`src/rtl/demux_sequencer_if.sv`:
```
`default_nettype none
// ============================================================================
// Module   : demux_sequencer_if
// Brief    : Word-in / demux-out signal bundle for demux_sequencer.
// Revision : 1.0
// ============================================================================
interface demux_sequencer_if #(
    parameter int CNT_W = 8
);
    logic [1:0]       din;
    logic             din_valid;
    logic             din_ready;
    logic             mode;
    logic [1:0]       ch_in;
    logic             abort;
    logic [1:0]       a;
    logic [1:0]       sel;
    logic             out_valid;
    logic [1:0]       rr_ptr;
    logic [CNT_W-1:0] word_cnt;

    // Upstream source side.
    modport master (
        output din, din_valid, mode, ch_in, abort,
        input  din_ready, a, sel, out_valid, rr_ptr, word_cnt
    );

    // Sequencer side.
    modport slave (
        input  din, din_valid, mode, ch_in, abort,
        output din_ready, a, sel, out_valid, rr_ptr, word_cnt
    );
endinterface
`default_nettype wire

```
`src/rtl/demux_sequencer.sv`:
```
`default_nettype none
// ============================================================================
// Module   : demux_sequencer
// Brief    : Feeds a 1-to-4 demux; each accepted word is held for a fixed
//            dwell on a round-robin or tagged channel, then one idle cycle.
// Revision : 1.0
// ============================================================================
module demux_sequencer #(
    parameter int HOLD_CYCLES = 4,
    parameter int CNT_W       = 8
) (
    input  wire logic          clk,
    input  wire logic          rst,
    demux_sequencer_if.slave   bus
);

    typedef enum logic [0:0] {
        IDLE = 1'b0,
        HOLD = 1'b1
    } state_t;

    localparam logic [7:0] c_hold_load = 8'(HOLD_CYCLES - 1);

    state_t           r_state,     w_state_nxt;
    logic [1:0]       r_a,         w_a_nxt;
    logic [1:0]       r_sel,       w_sel_nxt;
    logic             r_out_valid, w_out_valid_nxt;
    logic             r_din_ready, w_din_ready_nxt;
    logic [1:0]       r_rr_ptr,    w_rr_ptr_nxt;
    logic [CNT_W-1:0] r_word_cnt,  w_word_cnt_nxt;
    logic [7:0]       r_hold_cnt,  w_hold_cnt_nxt;

    always_ff @(posedge clk or posedge rst) begin
        if (rst) begin
            r_state     <= IDLE;
            r_a         <= 2'b00;
            r_sel       <= 2'b00;
            r_out_valid <= 1'b0;
            r_din_ready <= 1'b0;
            r_rr_ptr    <= 2'b00;
            r_word_cnt  <= '0;
            r_hold_cnt  <= 8'd0;
        end else begin
            r_state     <= w_state_nxt;
            r_a         <= w_a_nxt;
            r_sel       <= w_sel_nxt;
            r_out_valid <= w_out_valid_nxt;
            r_din_ready <= w_din_ready_nxt;
            r_rr_ptr    <= w_rr_ptr_nxt;
            r_word_cnt  <= w_word_cnt_nxt;
            r_hold_cnt  <= w_hold_cnt_nxt;
        end
    end

    always_comb begin
        w_state_nxt     = r_state;
        w_a_nxt         = r_a;
        w_sel_nxt       = r_sel;
        w_out_valid_nxt = r_out_valid;
        w_din_ready_nxt = r_din_ready;
        w_rr_ptr_nxt    = r_rr_ptr;
        w_word_cnt_nxt  = r_word_cnt;
        w_hold_cnt_nxt  = r_hold_cnt;

        case (r_state)
            IDLE: begin
                // DIN/CH_IN are only looked at here, so X elsewhere never reaches A/SEL.
                if (bus.din_valid && r_din_ready) begin
                    w_a_nxt         = bus.din;
                    w_sel_nxt       = bus.mode ? bus.ch_in : r_rr_ptr;
                    w_rr_ptr_nxt    = bus.mode ? r_rr_ptr : r_rr_ptr + 2'd1;
                    w_out_valid_nxt = 1'b1;
                    w_din_ready_nxt = 1'b0;
                    w_hold_cnt_nxt  = c_hold_load;
                    w_word_cnt_nxt  = r_word_cnt + 1'b1;
                    w_state_nxt     = HOLD;
                end else begin
                    w_din_ready_nxt = 1'b1;
                end
            end
            HOLD: begin
                // SEL stays put so the demux drives zero on the channel just used.
                if (r_hold_cnt == 8'd0 || bus.abort) begin
                    w_out_valid_nxt = 1'b0;
                    w_a_nxt         = 2'b00;
                    w_din_ready_nxt = 1'b1;
                    w_state_nxt     = IDLE;
                end else begin
                    w_hold_cnt_nxt  = r_hold_cnt - 8'd1;
                end
            end
            default: begin
                w_state_nxt = IDLE;
            end
        endcase
    end

    assign bus.a         = r_a;
    assign bus.sel       = r_sel;
    assign bus.out_valid = r_out_valid;
    assign bus.din_ready = r_din_ready;
    assign bus.rr_ptr    = r_rr_ptr;
    assign bus.word_cnt  = r_word_cnt;

endmodule
`default_nettype wire

```
`src/flat_wrapper.sv`:
```
// flat-port wrapper written by rule: the top's interface ports become plain ports
module demux_sequencer_flat 
#(
    parameter int HOLD_CYCLES = 4,
    parameter int CNT_W       = 8
)
  (clk, rst, bus_din, bus_din_valid, bus_mode, bus_ch_in, bus_abort, bus_din_ready, bus_a, bus_sel, bus_out_valid, bus_rr_ptr, bus_word_cnt);
  demux_sequencer_if #(.CNT_W(CNT_W)) bus_i ();
  input  wire logic clk;
  input  wire logic rst;
  input wire logic [$bits(bus_i.din)-1:0] bus_din;
  input wire logic [$bits(bus_i.din_valid)-1:0] bus_din_valid;
  input wire logic [$bits(bus_i.mode)-1:0] bus_mode;
  input wire logic [$bits(bus_i.ch_in)-1:0] bus_ch_in;
  input wire logic [$bits(bus_i.abort)-1:0] bus_abort;
  output wire logic [$bits(bus_i.din_ready)-1:0] bus_din_ready;
  output wire logic [$bits(bus_i.a)-1:0] bus_a;
  output wire logic [$bits(bus_i.sel)-1:0] bus_sel;
  output wire logic [$bits(bus_i.out_valid)-1:0] bus_out_valid;
  output wire logic [$bits(bus_i.rr_ptr)-1:0] bus_rr_ptr;
  output wire logic [$bits(bus_i.word_cnt)-1:0] bus_word_cnt;
  assign bus_i.din = bus_din;
  assign bus_i.din_valid = bus_din_valid;
  assign bus_i.mode = bus_mode;
  assign bus_i.ch_in = bus_ch_in;
  assign bus_i.abort = bus_abort;
  assign bus_din_ready = bus_i.din_ready;
  assign bus_a = bus_i.a;
  assign bus_sel = bus_i.sel;
  assign bus_out_valid = bus_i.out_valid;
  assign bus_rr_ptr = bus_i.rr_ptr;
  assign bus_word_cnt = bus_i.word_cnt;
  demux_sequencer #(.HOLD_CYCLES(HOLD_CYCLES), .CNT_W(CNT_W)) u_core (.clk(clk), .rst(rst), .bus(bus_i));
endmodule
```
`config.mk`:
```
export PLATFORM = sky130hd
export DESIGN_NAME = demux_sequencer_flat
export DESIGN_NICKNAME = d
export VERILOG_FILES = /design/src/rtl/demux_sequencer_if.sv /design/src/rtl/demux_sequencer.sv /design/src/flat_wrapper.sv
export SDC_FILE = /design/constraint.sdc
export NUM_CORES = 1
export LEC_CHECK = 0
export ABC_CLOCK_PERIOD_IN_PS = 5800
export BUFFER_PORTS_ARGS = -buffer_cell sky130_fd_sc_hd__clkbuf_2
export CAP_MARGIN = 20
export CORE_MARGIN = 1.5
export CORE_UTILIZATION = 40
export CTS_BUF_LIST = sky130_fd_sc_hd__clkbuf_4 sky130_fd_sc_hd__clkbuf_8
export DETAILED_ROUTE_END_ITERATION = 16
export PLACE_DENSITY = 0.65
export SYNTH_ARGS = -nofsm -noshare
export SYNTH_HDL_FRONTEND = slang
export SYNTH_SLANG_ARGS = --single-unit
```
`constraint.sdc`:
```
create_clock -name clk -period 5.8 [get_ports clk]
set_input_delay 0.58 -clock clk [delete_from_list [all_inputs] [get_ports clk]]
set_output_delay 0.58 -clock clk [all_outputs]
set_load 0.005 [all_outputs]
```
== Word-level counts from Yosys, hierarchy flattened ==
Index checks and enable logic that the tools add are counted.

* Input port bits: 9
* Output and inout port bits: 16
* Register bits after elaboration: 25
* Word-level logic and storage cells: 39

* $add $sub $neg: 3
* Bitwise operators: 2
* Eq/ne operators: 3
* Reductions and logical operators: 7
* Mux-type cells: 16

{| class="wikitable"
|+ Operators with widths
! kind !! count
|-
| $mux W8 || 2
|-
| $pmux W8 S2 || 1
|-
| $add A8 B1 Y8 const B || 1
|-
| $logic_not A8 Y1 || 1
|-
| $sub A8 B1 Y8 const B || 1
|-
| $mux W1 || 6
|-
| $mux W2 || 3
|-
| $pmux W1 S2 || 3
|-
| $reduce_and A2 Y1 || 3
|-
| $ne A2 B2 Y1 const B || 2
|-
| $pmux W2 S2 || 1
|-
| $reduce_and A3 Y1 || 1
|-
| $add A2 B1 Y2 const B || 1
|-
| $ne A2 B1 Y1 const B || 1
|-
| $not A1 Y1 || 2
|-
| $logic_and A1 B1 Y1 || 1
|-
| $logic_or A1 B1 Y1 || 1
|}

== Depth between registers and ports, before layout ==
Gate-level depths: netlist (run 1).

* Depth in word-level cells: 4
* Gate-level depth with buffers: 7
* Gate-level depth less buffers: 6

== Worst setup path before layout (run 1) ==
Ideal clock, no wire load.

* Path kind: reg-to-reg
* From: reg u_core.r_hold_cnt[2]
* To: reg u_core.r_hold_cnt[7]
* Cell stages (with the launch flop): 5
* Required time: 5720 ps
* Path buffers: 0
* Arrival time: 1747 ps
* Setup slack: 3972 ps
* Library setup time: 80 ps
* Period minus slack after synthesis: 1828 ps
* Cell sequence: dfrtp_1 -> or4_4 -> or4_1 -> or3_1 -> o211ai_2

* Cells in the longest elaborated chain, start to end: 4
* Elaborated cells between the ends (all ways): 7
* Classes of those cells: add/sub: 1; eq/ne: 1; mux: 2; reduce/logical: 3

{| class="wikitable"
|+ RTL lines
! item !! line !! text
|-
| start, declared || demux_sequencer.sv:31 || <nowiki>logic [7:0] r_hold_cnt, w_hold_cnt_nxt;</nowiki>
|-
| start signal, assigned || demux_sequencer.sv:51 || <nowiki>r_hold_cnt <= w_hold_cnt_nxt;</nowiki>
|-
| parallel branches: the longest is 4 deep, another holds $sub A8 B1 Y8 || - ||
|}

Parallel ways; which one is timed is not known. The select of a mux whose other input is x is not followed.
A chain may end at the register's enable or synchronous reset.

== Worst setup path in the final report (run 1) ==
Same ends and word-level chain as after synthesis.

==> results of run 1 <==
power groups by stage:
stage / Clock, W / Combinational (W) / Sequential [W]
after floorplan: 0 / 0.000153 / 0.000313
after global placement: 0 / 0.000221 / 0.000322
after detailed placement: 0 / 0.000230 / 0.000328
after CTS: 0.0000854 / 0.000231 / 0.000324
after global routing: 0.0000915 / 0.000259 / 0.000338
final: 0.0000819 / 0.000226 / 0.000324
synthesized netlist by cell type (2+ instances only):
cell type,instances,area [um^2]
xnor2_1,5,43.8
nand3_1,3,15.0
or4_1,2,15.0
xor2_1,4,35.0
a21o_1,3,22.5
inv_1,4,15.0
nand4_1,2,12.5
o21ai_0,8,40.0
or3_2,2,15.0
mux2i_1,3,30.0
clkbuf_1,4,15.0
nor3b_1,2,15.0
or3_1,2,12.5
ha_1,3,37.5
nand2_1,10,37.5
o211ai_1,2,15.0
nor2_1,7,26.3
nand2b_1,2,12.5
dfrtp_1,25,626
nor3_1,2,10.0
a21oi_1,8,40.0
cells in the final DEF (no fill, tap or decap), types with 2 or more instances in the layout:
cell      count
nor3b_1       2
clkbuf_2     24
a21o_1        3
or3_1         2
nor2_1        7
nand2_1      10
xor2_1        4
nand2b_1      2
nand3_1       3
nand4_1       2
a21oi_1       8
o21ai_0       8
or3_2         2
clkbuf_4      4
ha_1          3
mux2i_1       3
xnor2_1       5
nor3_1        2
or4_1         2
dfrtp_1      25
inv_1         4
o211ai_1      2
per-stage QoR:
stage,power (W),setup slack (ps)
2_1_floorplan,0.000467,3970
3_3_place_gp,0.000543,3920
3_5_place_dp,0.000558,3880
4_1_cts,0.000640,3850
5_1_grt,0.000688,3710
6_report,0.000632,3840
critical path: cells and delay by family (launching register included):
kind	cells	cell delay, ps
AOI/OAI and AO/OA	1	80
DFF	1	460
and+or+nand+nor	3	1350
final cells by class:
| cell class | count | area (um^2) |
|---|---|---|
| multi-input combinational | 81 | 532 |
| sequential | 25 | 626 |
| inverter | 4 | 15.0 |
| fill | 262 | 1420 |
| clock buffer | 4 | 30.0 |
| tap | 31 | 38.8 |
| timing repair buffer | 24 | 120 |
layer usage:
layer  vias up  part of all wire  GRT usage
met4         0            0.0068     0.0664
met5         -                 0          0
li1        454                 -          -
met3         2             0.035     0.0295
met1       450              0.46      0.194
met2        17              0.50      0.256
registers in the layout (all words and copies together), names as in the netlist:
signal and flops:
u_core.r_state 1, u_core.bus.sel 2, u_core.bus.rr_ptr 2, u_core.bus.out_valid 1, u_core.bus.a 2, u_core.bus.din_ready 1
u_core.bus.word_cnt 8, u_core.r_hold_cnt 8
worst paths after layout:
check | endpoint | slack [ps]
setup / recovery | u_core.r_hold_cnt[7]$_DFFE_PP0P_ | 3840
hold / removal | u_core.r_hold_cnt[2]$_DFFE_PP0P_ | 440
setup reg to reg | u_core.r_hold_cnt[7]$_DFFE_PP0P_ | 3840
hold reg to reg | u_core.bus.word_cnt[7]$_DFFE_PP0P_ | 480
max in group asynchronous | u_core.bus.sel[1]$_DFFE_PP0P_ | 4800
min in group clk | u_core.bus.word_cnt[7]$_DFFE_PP0P_ | 480
logic make-up (layout without fill, tap and decap cells):
family,after synthesis,count (layout),share of synthesized area
AO/OA/AOI/OAI,24,24,0.124
XOR/XNOR,9,9,0.0664
flip-flops,25,25,0.527
buffers and inverters,8,32,0.0253
multiplexers,3,3,0.0253
AND/OR/NAND/NOR,42,42,0.200
adder cells (fa/ha/maj),3,3,0.0316
==> metrics.md, run 1 <==
| Metric | Value |
|---|---|
| Syn-to-layout area delta | `14.6%` |
| Setup Fix Bufs, Post-CTS | `0` |
| First-pass GRT wire length | `4.00 mm` |
| Data required time of the worst path | `6050 ps` |
| # clock sinks | `25` |
| Pint | `0.000387 W` |
| DR iter-0 viols | `24` |
| # nets final | `151` |
| Worst Reg-to-Reg Cells | `4` |
| Placement Cell Area | `0.00133 mm^2` |
| GPL Wtd Cong | `0.915` |
| Max IR drop VDD | `0.000261 V` |
| Cells after synthesis | `114` |
| Minimum clock period | `1960 ps` |
| Sequential share of power | `0.513` |
| Power share of the clock group | `0.130` |
| Hold Vio Cnt, Final | `0` |
| Fin cells | `169` |
| CP max FO | `7` |
| Max Fclk | `510 MHz` |
| Die footprint | `0.00330 mm^2` |
| RSZ-0062 raised after global routing | `no` |
| Number of synthesized flops with an enable pin | `0` |
| Post-layout util | `0.489` |
| Remaining antenna violation count after routing | `0` |
| Worst skew pair latency | `310 ps` |
| Worst-Margin Slew | `940 ps` |
| Vias in the first global route | `926` |
| CP max stage cell | `or4_4` |
| CP Capture Type | `flip-flop` |
| Worst setup path start | `u_core.r_hold_cnt[2]$_DFFE_PP0P_` |
| Resize count post-CTS | `0` |
| Startpoint types | `flip-flop` |
| Number of detailed-route iterations in the first pass | `4` |
| WS Path Type | `reg -> reg` |
| Initial Util | `0.427` |
| Final TNS setup | `0 ps` |
| CTS clk-pin slew, worst paths | `130 ps` |
| GRT overflow | `0` |
| Crit path DAT | `2210 ps` |
| Final Cell Area | `0.00136 mm^2` |
| CTS Hold Bufs | `0` |
| I/O Pins | `25` |
| Largest net degree at the start of global routing | `26` |
| Vias per Instance | `5.46` |
| Max-cap viol count | `0` |
| Final Hold Slack | `438 ps` |
| Run status | `finished, final reports clean` |
| Max Slew Vio Count | `0` |
| HP Class | `in -> async` |
| Final Skew | `4.16 ps` |
| Sequential fraction of the synthesis area | `0.527` |
| Final setup violation count | `0` |
| Post-synth ARST share | `1.00` |
| Placeable Area | `0.00278 mm^2` |
| DP Cell Count | `165` |
| CTS tree | `done` |
| Share of cells above drive strength 1 | `0.254` |
| CP peak stage delay | `580 ps` |
| Pwr dens | `464 mW/mm^2` |
| Row count | `19` |
| Crit path cell chain | `or4_4, or4_1, or3_1, o211ai_2` |
| Ant diodes | `0` |
| Drc violations | `0` |
| CTS H-Tree Depth | `1` |
| GRT Total Usage | `0.154` |
| Synthesized area per cell | `10.4 um^2` |
| P_leak | `0.682 nW` |
| Die Ht | `57.5 um` |
| Main synth FF type | `dfrtp_1` |
| Yosys cell types | `32` |
| DIE WIDTH | `57.5 um` |
| Root Driver | `clkbuf_4` |
| Sw frac | `0.388` |
| Flop and latch count out of synthesis | `25` |
| Yosys warning count | `0` |
| Initial antenna violation count | `0` |
| P_sw | `0.000245 W` |
| Final period util | `0.338` |
| Clk buf depth | `2` |
| Post-Route WL | `2.19 mm` |
| Post-Syn Nets | `126` |
| Post-DP HPWL | `1.62 mm` |
| Combinational fraction of design power | `0.357` |
| Headroom to the max-slew limit | `0.373` |
| TritonCTS buffer count | `3` |
| # port buffers | `24` |
| FF-to-FF Start | `u_core.r_hold_cnt[2]$_DFFE_PP0P_` |
| Wire length per cell | `13.0 um` |
| Synthesized area | `0.00119 mm^2` |
| DR vias | `923` |
Power figures use the tool's default switching activity.
==> run 2: changes to the inputs <==
ABC_CLOCK_PERIOD_IN_PS = 1800   (was 5800)
PLACE_DENSITY = 0.67   (was 0.65)
clock period = 1.8 ns   (was 5.8 ns; I/O delays follow)
==> run 2 against run 1 <==
Compared with the run above:
- the flow now finishes with violations (negative setup slack)
- worst setup slack lost 3900 ps
- core utilization grew 3.9 points
- sequential share of layout area shrank 3.4 points
- routed wire length grew 2.9%
- critical endpoint unchanged
- largest cell class unchanged
- largest power group unchanged
==> metrics.md, run 2 (synthesized netlist as in run 1, its figures left out) <==
| Metric | Value |
|---|---|
| Worst-Margin Slew | `303 ps (was 940 ps)` |
| TritonCTS buffer count | `3 (unchanged)` |
| Die Ht | `57.5 um (unchanged)` |
| Vias in the first global route | `918 (was 926)` |
| Run status | `finished with violations (was finished, final reports clean)` |
| Data required time of the worst path | `2050 ps (was 6050 ps)` |
| Row count | `19 (unchanged)` |
| DP Cell Count | `174 (was 165)` |
| Remaining antenna violation count after routing | `0 (unchanged)` |
| Crit path cell chain | `or4_4, or4_4, or3_4, o211ai_2 (was or4_4, or4_1, or3_1, o211ai_2)` |
| Share of cells above drive strength 1 | `0.336 (was 0.254)` |
| Hold Vio Cnt, Final | `0 (unchanged)` |
| CP max stage cell | `or4_4 (unchanged)` |
| Final Hold Slack | `83.2 ps (was 438 ps)` |
| Clk buf depth | `2 (unchanged)` |
| Final setup violation count | `1 (was 0)` |
| CP peak stage delay | `540 ps (was 580 ps)` |
| WS Path Type | `reg -> reg (unchanged)` |
| Max-cap viol count | `0 (unchanged)` |
| Final period util | `1.03 (was 0.338)` |
| Drc violations | `0 (unchanged)` |
| GPL Wtd Cong | `0.839 (was 0.915)` |
| Post-Route WL | `2.26 mm (was 2.19 mm)` |
| # port buffers | `24 (unchanged)` |
| Syn-to-layout area delta | `23.7% (was 14.6%)` |
| Hold_sp | `bus_din[0]` |
| R2r setup slk | `-60 ps (was 3840 ps)` |
| Root Driver | `clkbuf_4 (unchanged)` |
| GRT overflow | `0 (unchanged)` |
| Vias per Instance | `5.17 (was 5.46)` |
| CTS H-Tree Depth | `1 (unchanged)` |
| Placeable Area | `0.00278 mm^2 (unchanged)` |
| Failing checks | `negative setup slack` |
| Final Skew | `1.84 ps (was 4.16 ps)` |
| Delay-heaviest family, CP | `simple AND/OR/NAND/NOR gates (unchanged)` |
| Largest net degree at the start of global routing | `26 (unchanged)` |
| CTS clk-pin slew, worst paths | `130 ps (about the same)` |
| Number of detailed-route iterations in the first pass | `2 (was 4)` |
| DR iter-0 viols | `27 (was 24)` |
| # nets final | `162 (was 151)` |
| Max Fclk | `539 MHz (was 510 MHz)` |
| # clock sinks | `25 (unchanged)` |
| Pwr Total | `0.00218 W (was 0.000632 W)` |
| Initial antenna violation count | `0 (unchanged)` |
| WP buf/inv | `0 (unchanged)` |
| First-pass GRT wire length | `3.84 mm (was 4.00 mm)` |
| CP max FO | `2 (was 7)` |
| FF-to-FF Start | `u_core.r_hold_cnt[3]$_DFFE_PP0P_ (was u_core.r_hold_cnt[2]$_DFFE_PP0P_)` |
| CP Capture Type | `flip-flop (unchanged)` |
| Max IR drop VDD | `0.000925 V (was 0.000261 V)` |
| Wire length per cell | `12.5 um (was 13.0 um)` |
| Final TNS setup | `-56.4 ps (was 0 ps)` |
| Pre-CTS setup slack | `-27.6 ps (was 3880 ps)` |
| I/O Pins | `25 (unchanged)` |
| GRT Total Usage | `0.149 (was 0.154)` |
| Leading cell type in the layout, fill and taps excluded | `dfrtp_1 (unchanged)` |
| HP Class | `in -> reg (was in -> async)` |
| Pwr dens | `1480 mW/mm^2 (was 464 mW/mm^2)` |
| DR vias | `931 (was 923)` |
| Worst setup path start | `u_core.r_hold_cnt[3]$_DFFE_PP0P_ (was u_core.r_hold_cnt[2]$_DFFE_PP0P_)` |
| P_leak | `0.743 nW (was 0.682 nW)` |
| DIE WIDTH | `57.5 um (unchanged)` |
| Worst skew pair latency | `310 ps (about the same)` |
| Minimum clock period | `1860 ps (was 1960 ps)` |
| Fin cells | `180 (was 169)` |
| CTS tree | `done (unchanged)` |
| RSZ-0062 raised after global routing | `yes (was no)` |
| Max Slew Vio Count | `0 (unchanged)` |
| Setup ws final | `-56.4 ps (was 3840 ps)` |
| Crit path DAT | `2110 ps (was 2210 ps)` |
| Headroom to the max-slew limit | `0.796 (was 0.373)` |
| Post-DP HPWL | `1.65 mm (was 1.62 mm)` |
| Die footprint | `0.00330 mm^2 (unchanged)` |
| Top cell by count, worst path | `or4_4` |
| Most frequent cells in the layout | `dfrtp_1 (25), clkbuf_2 (24), nand2_1 (10), buf_4 (10), o21ai_0 (8) (was dfrtp_1 (25), clkbuf_2 (24), nand2_1 (10))` |
| Ant diodes | `0 (unchanged)` |
| Initial Util | `0.427 (unchanged)` |
| Startpoint types | `flip-flop (unchanged)` |
[run 2: cell type report]
cell class	instances	area, um^2
Clock inverter	1	5.00
Inverter	4	15.0
Multi-Input combinational cell	81	557
Clock buffer	3	22.5
Timing Repair Buffer	35	205
Tap cell	31	38.8
Sequential cell	25	626
Fill cell	269	1310
[run 2: worst reg2reg max path, stage by stage, from the launching register on]
cell,delay [ps]
dfrtp_1,400
or4_4,540
or4_4,430
or3_4,340
o211ai_2,70
[run 2: worst paths after layout]
path	to	cells past startpoint
max reg2reg	u_core.r_hold_cnt[7]$_DFFE_PP0P_	4
min	u_core.bus.a[0]$_DFFE_PP0P_	3
min in group asynchronous	u_core.bus.word_cnt[7]$_DFFE_PP0P_	4
max in group asynchronous	u_core.r_hold_cnt[3]$_DFFE_PP0P_	4
max	u_core.r_hold_cnt[7]$_DFFE_PP0P_	4
min reg2reg	u_core.bus.word_cnt[7]$_DFFE_PP0P_	1
[run 2: through the flow]
stage / util / instance area (um^2)
2_1_floorplan: - / 1190
3_3_place_gp: 0.503 / 1400
3_5_place_dp: 0.503 / 1400
4_1_cts: 0.521 / 1450
5_1_grt: 0.528 / 1470
6_report: 0.528 / 1470
[run 2: routing by layer]
metal | track usage | part of all wire
met1 | 0.190 | 0.46
met2 | 0.255 | 0.50
met3 | 0.0272 | 0.027
met4 | 0.0498 | 0.013
met5 | 0 | 0
[run 2: repair_timing]
item / 4_1_cts / 5_1_grt
cloned: 0 / 0
setup buffers: 1 / 0
hold buffers: 1 / 0
pin swaps: 0 / 2
gates resized for setup: 2 / 4
endpoints found under the setup margin: 2 / 9
hold endpoints to repair: 25 / 0
[run 2: power by group]
part / internal (W) / switching [W] / leakage [nW] / total [W]
clock: 0.0000832 / 0.000164 / 0.0177 / 0.000248
combinational: 0.000474 / 0.000432 / 0.412 / 0.000906
sequential: 0.000789 / 0.000235 / 0.314 / 0.00102
total: 0.00135 / 0.000832 / 0.743 / 0.00218
==> run 3: changes to the inputs <==
TNS_END_PERCENT = 5   (was unset)
==> run 3 against run 2 <==
Compared with the run above:
- the run still ends with negative setup slack left
- routed wire length fell by 2.1%
- non-clock buffer count did not move
- core utilization did not move
- worst hold slack improved by 1.2 ps
- critical path depth did not move
- clock skew barely moved
- maximum frequency rose by 0.36%
- first-iteration DRC count fell by 15%
- clock power barely moved
- cell area did not move
- count of clock-buffer cells in the layout did not move
- combinational power barely moved
- largest power group unchanged
==> metrics.md, run 3 (synthesized netlist as in run 1, its figures left out) <==
| Metric | Value |
|---|---|
| Register area | `626 um^2 (unchanged)` |
| Remaining antenna violation count after routing | `0 (unchanged)` |
| Drc violations | `0 (unchanged)` |
| Power share of the clock group | `0.113 (was 0.114)` |
| Combinational fraction of design power | `0.416 (about the same)` |
| P_sw | `0.000824 W (was 0.000832 W)` |
| Sequential share of power | `0.471 (was 0.470)` |
| P_leak | `0.743 nW (unchanged)` |
| Root Driver | `clkbuf_4 (unchanged)` |
| Post-Route WL | `2.21 mm (was 2.26 mm)` |
| GPL Wtd Cong | `0.839 (unchanged)` |
| Leading cell type in the layout, fill and taps excluded | `dfrtp_1 (unchanged)` |
| DR iter-0 viols | `23 (was 27)` |
| Run status | `finished with violations (unchanged)` |
| Worst-Margin Slew | `314 ps (was 303 ps)` |
| Most frequent cells in the layout | `dfrtp_1 (25), clkbuf_2 (24), nand2_1 (10), buf_4 (10), o21ai_0 (8) (unchanged)` |
| Max-cap viol count | `0 (unchanged)` |
| Die Ht | `57.5 um (unchanged)` |
| Row count | `19 (unchanged)` |
| Post-DP HPWL | `1.65 mm (unchanged)` |
| Data required time of the worst path | `2050 ps (about the same)` |
| Ant diodes | `0 (unchanged)` |
| Wire length per cell | `12.3 um (was 12.5 um)` |
| First-pass GRT wire length | `3.80 mm (was 3.84 mm)` |
| GRT overflow | `0 (unchanged)` |
| Met2 WL | `1.09 mm (was 1.12 mm)` |
| Crit path DAT | `2100 ps (was 2110 ps)` |
| Vias per Instance | `5.22 (was 5.17)` |
| Sw frac | `0.380 (was 0.382)` |
| Final Hold Slack | `84.4 ps (was 83.2 ps)` |
| Max IR drop VDD | `0.000921 V (was 0.000925 V)` |
| Placeable Area | `0.00278 mm^2 (unchanged)` |
| WS Path Type | `reg -> reg (unchanged)` |
| Final TNS setup | `-49.8 ps (was -56.4 ps)` |
| CP Capture Type | `flip-flop (unchanged)` |
| Failing checks | `negative setup slack (unchanged)` |
| Max Fclk | `541 MHz (was 539 MHz)` |
| Final setup violation count | `1 (unchanged)` |
| Top Metal Used | `met4 (unchanged)` |
| Number of detailed-route iterations in the first pass | `4 (was 2)` |
| Pint | `0.00135 W (about the same)` |
| Final period util | `1.03 (about the same)` |
| # port buffers | `24 (unchanged)` |
| Share of cells above drive strength 1 | `0.336 (unchanged)` |
| Setup ws final | `-49.8 ps (was -56.4 ps)` |
| Vias in the first global route | `915 (was 918)` |
| I/O Pins | `25 (unchanged)` |
| CTS H-Tree Depth | `1 (unchanged)` |
| GRT Total Usage | `0.148 (was 0.149)` |
| # clock sinks | `25 (unchanged)` |
| RSZ-0062 raised after global routing | `yes (unchanged)` |
| Largest net degree at the start of global routing | `26 (unchanged)` |
| DIE WIDTH | `57.5 um (unchanged)` |
| Metal-1 WL | `1.03 mm (was 1.05 mm)` |
| Syn-to-layout area delta | `23.7% (unchanged)` |
| Post-layout util | `0.528 (unchanged)` |
| DR vias | `940 (was 931)` |
| Fill cells | `269 (unchanged)` |
| Max Slew Vio Count | `0 (unchanged)` |
| Routed length on met3 | `60 um (unchanged)` |
| Worst skew pair latency | `310 ps (about the same)` |
| Headroom to the max-slew limit | `0.791 (was 0.796)` |
| Die footprint | `0.00330 mm^2 (unchanged)` |
| Final Skew | `1.78 ps (was 1.84 ps)` |
| TritonCTS buffer count | `3 (unchanged)` |
| Clk buf depth | `2 (unchanged)` |
| CP max FO | `2 (unchanged)` |
| CTS clk-pin slew, worst paths | `130 ps (about the same)` |
| CTS tree | `done (unchanged)` |
| Initial antenna violation count | `0 (unchanged)` |
| Initial Util | `0.427 (unchanged)` |
| HP Class | `in -> reg (unchanged)` |
| Multi-input logic area | `557 um^2 (unchanged)` |
| Pwr dens | `1480 mW/mm^2 (about the same)` |
| Minimum clock period | `1850 ps (was 1860 ps)` |
| Hold Vio Cnt, Final | `0 (unchanged)` |
| Startpoint types | `flip-flop (unchanged)` |
| # nets final | `162 (unchanged)` |
## run 3: cell counts in the layout (fill, tap and decap cells not counted)
Identical to the previous run, type by type.
## run 3: per-layer routing
metal	vias up	GRT usage
met5	-	0
met4	0	0.0498
met3	4	0.0272
met2	14	0.248
met1	451	0.190
li1	471	-
## run 3: layout make-up
class	count	share of cell area
Clock buffer	3	0.0153
Clock inverter	1	0.00341
Inverter	4	0.0102
Multi-Input combinational cell	81	0.379
Sequential cell	25	0.426
Tap cell	31	0.0264
Timing Repair Buffer	35	0.140
## run 3: power by group through the flow
stage,Clock (W),Combinational [W],Sequential (W)
finish,0.000246,0.000904,0.00102
global route,0.000278,0.00103,0.00107
CTS,0.000258,0.000877,0.00102
detailed placement,0,0.000860,0.00103
global placement,0,0.000836,0.00102
floorplan,0,0.000494,0.00101
## run 3: what timing repair did
| action | CTS | global route |
|---|---|---|
| buffers inserted | 0 | 1 |
| pin swaps | 0 | 1 |
| hold endpoints to repair | 25 | 0 |
| gates resized for setup | 2 | 4 |
| hold buffers | 1 | 0 |
| setup endpoints to repair | 2 | 8 |
## run 3: worst max-delay path: stages, from the launching register on
cell      delay (ps)
dfrtp_1          400
or4_4            540
or4_4            430
or3_4            340
o211ai_2          70
## run 3: path summary, 6_finish.rpt
path | start | endpoint | slack [ps] | cells past startpoint
min | bus_din[0] | u_core.bus.a[0]$_DFFE_PP0P_ | 80 | 3
min in group asynchronous | rst | u_core.bus.word_cnt[7]$_DFFE_PP0P_ | 430 | 4
max | u_core.r_hold_cnt[2]$_DFFE_PP0P_ | u_core.r_hold_cnt[7]$_DFFE_PP0P_ | -50 | 4
max reg2reg | u_core.r_hold_cnt[2]$_DFFE_PP0P_ | u_core.r_hold_cnt[7]$_DFFE_PP0P_ | -50 | 4
min reg2reg | u_core.bus.word_cnt[7]$_DFFE_PP0P_ | u_core.bus.word_cnt[7]$_DFFE_PP0P_ | 480 | 1
max in group asynchronous | rst | u_core.r_hold_cnt[3]$_DFFE_PP0P_ | 1130 | 4
## run 3: stage by stage
| stage | total power [W] | cell area [um^2] | setup WS (ps) | instances |
|---|---|---|---|---|
| 3_3_place_gp | 0.00185 | 1400 | 11.0 | 174 |
| 3_5_place_dp | 0.00189 | 1400 | -27.6 | 174 |
| 4_1_cts | 0.00215 | 1440 | -46.1 | 179 |
| 6_report | 0.00217 | 1470 | -49.8 | 180 |
| 2_1_floorplan | 0.00150 | 1190 | -27.6 | 114 |
| 5_1_grt | 0.00237 | 1470 | -85.4 | 180 |
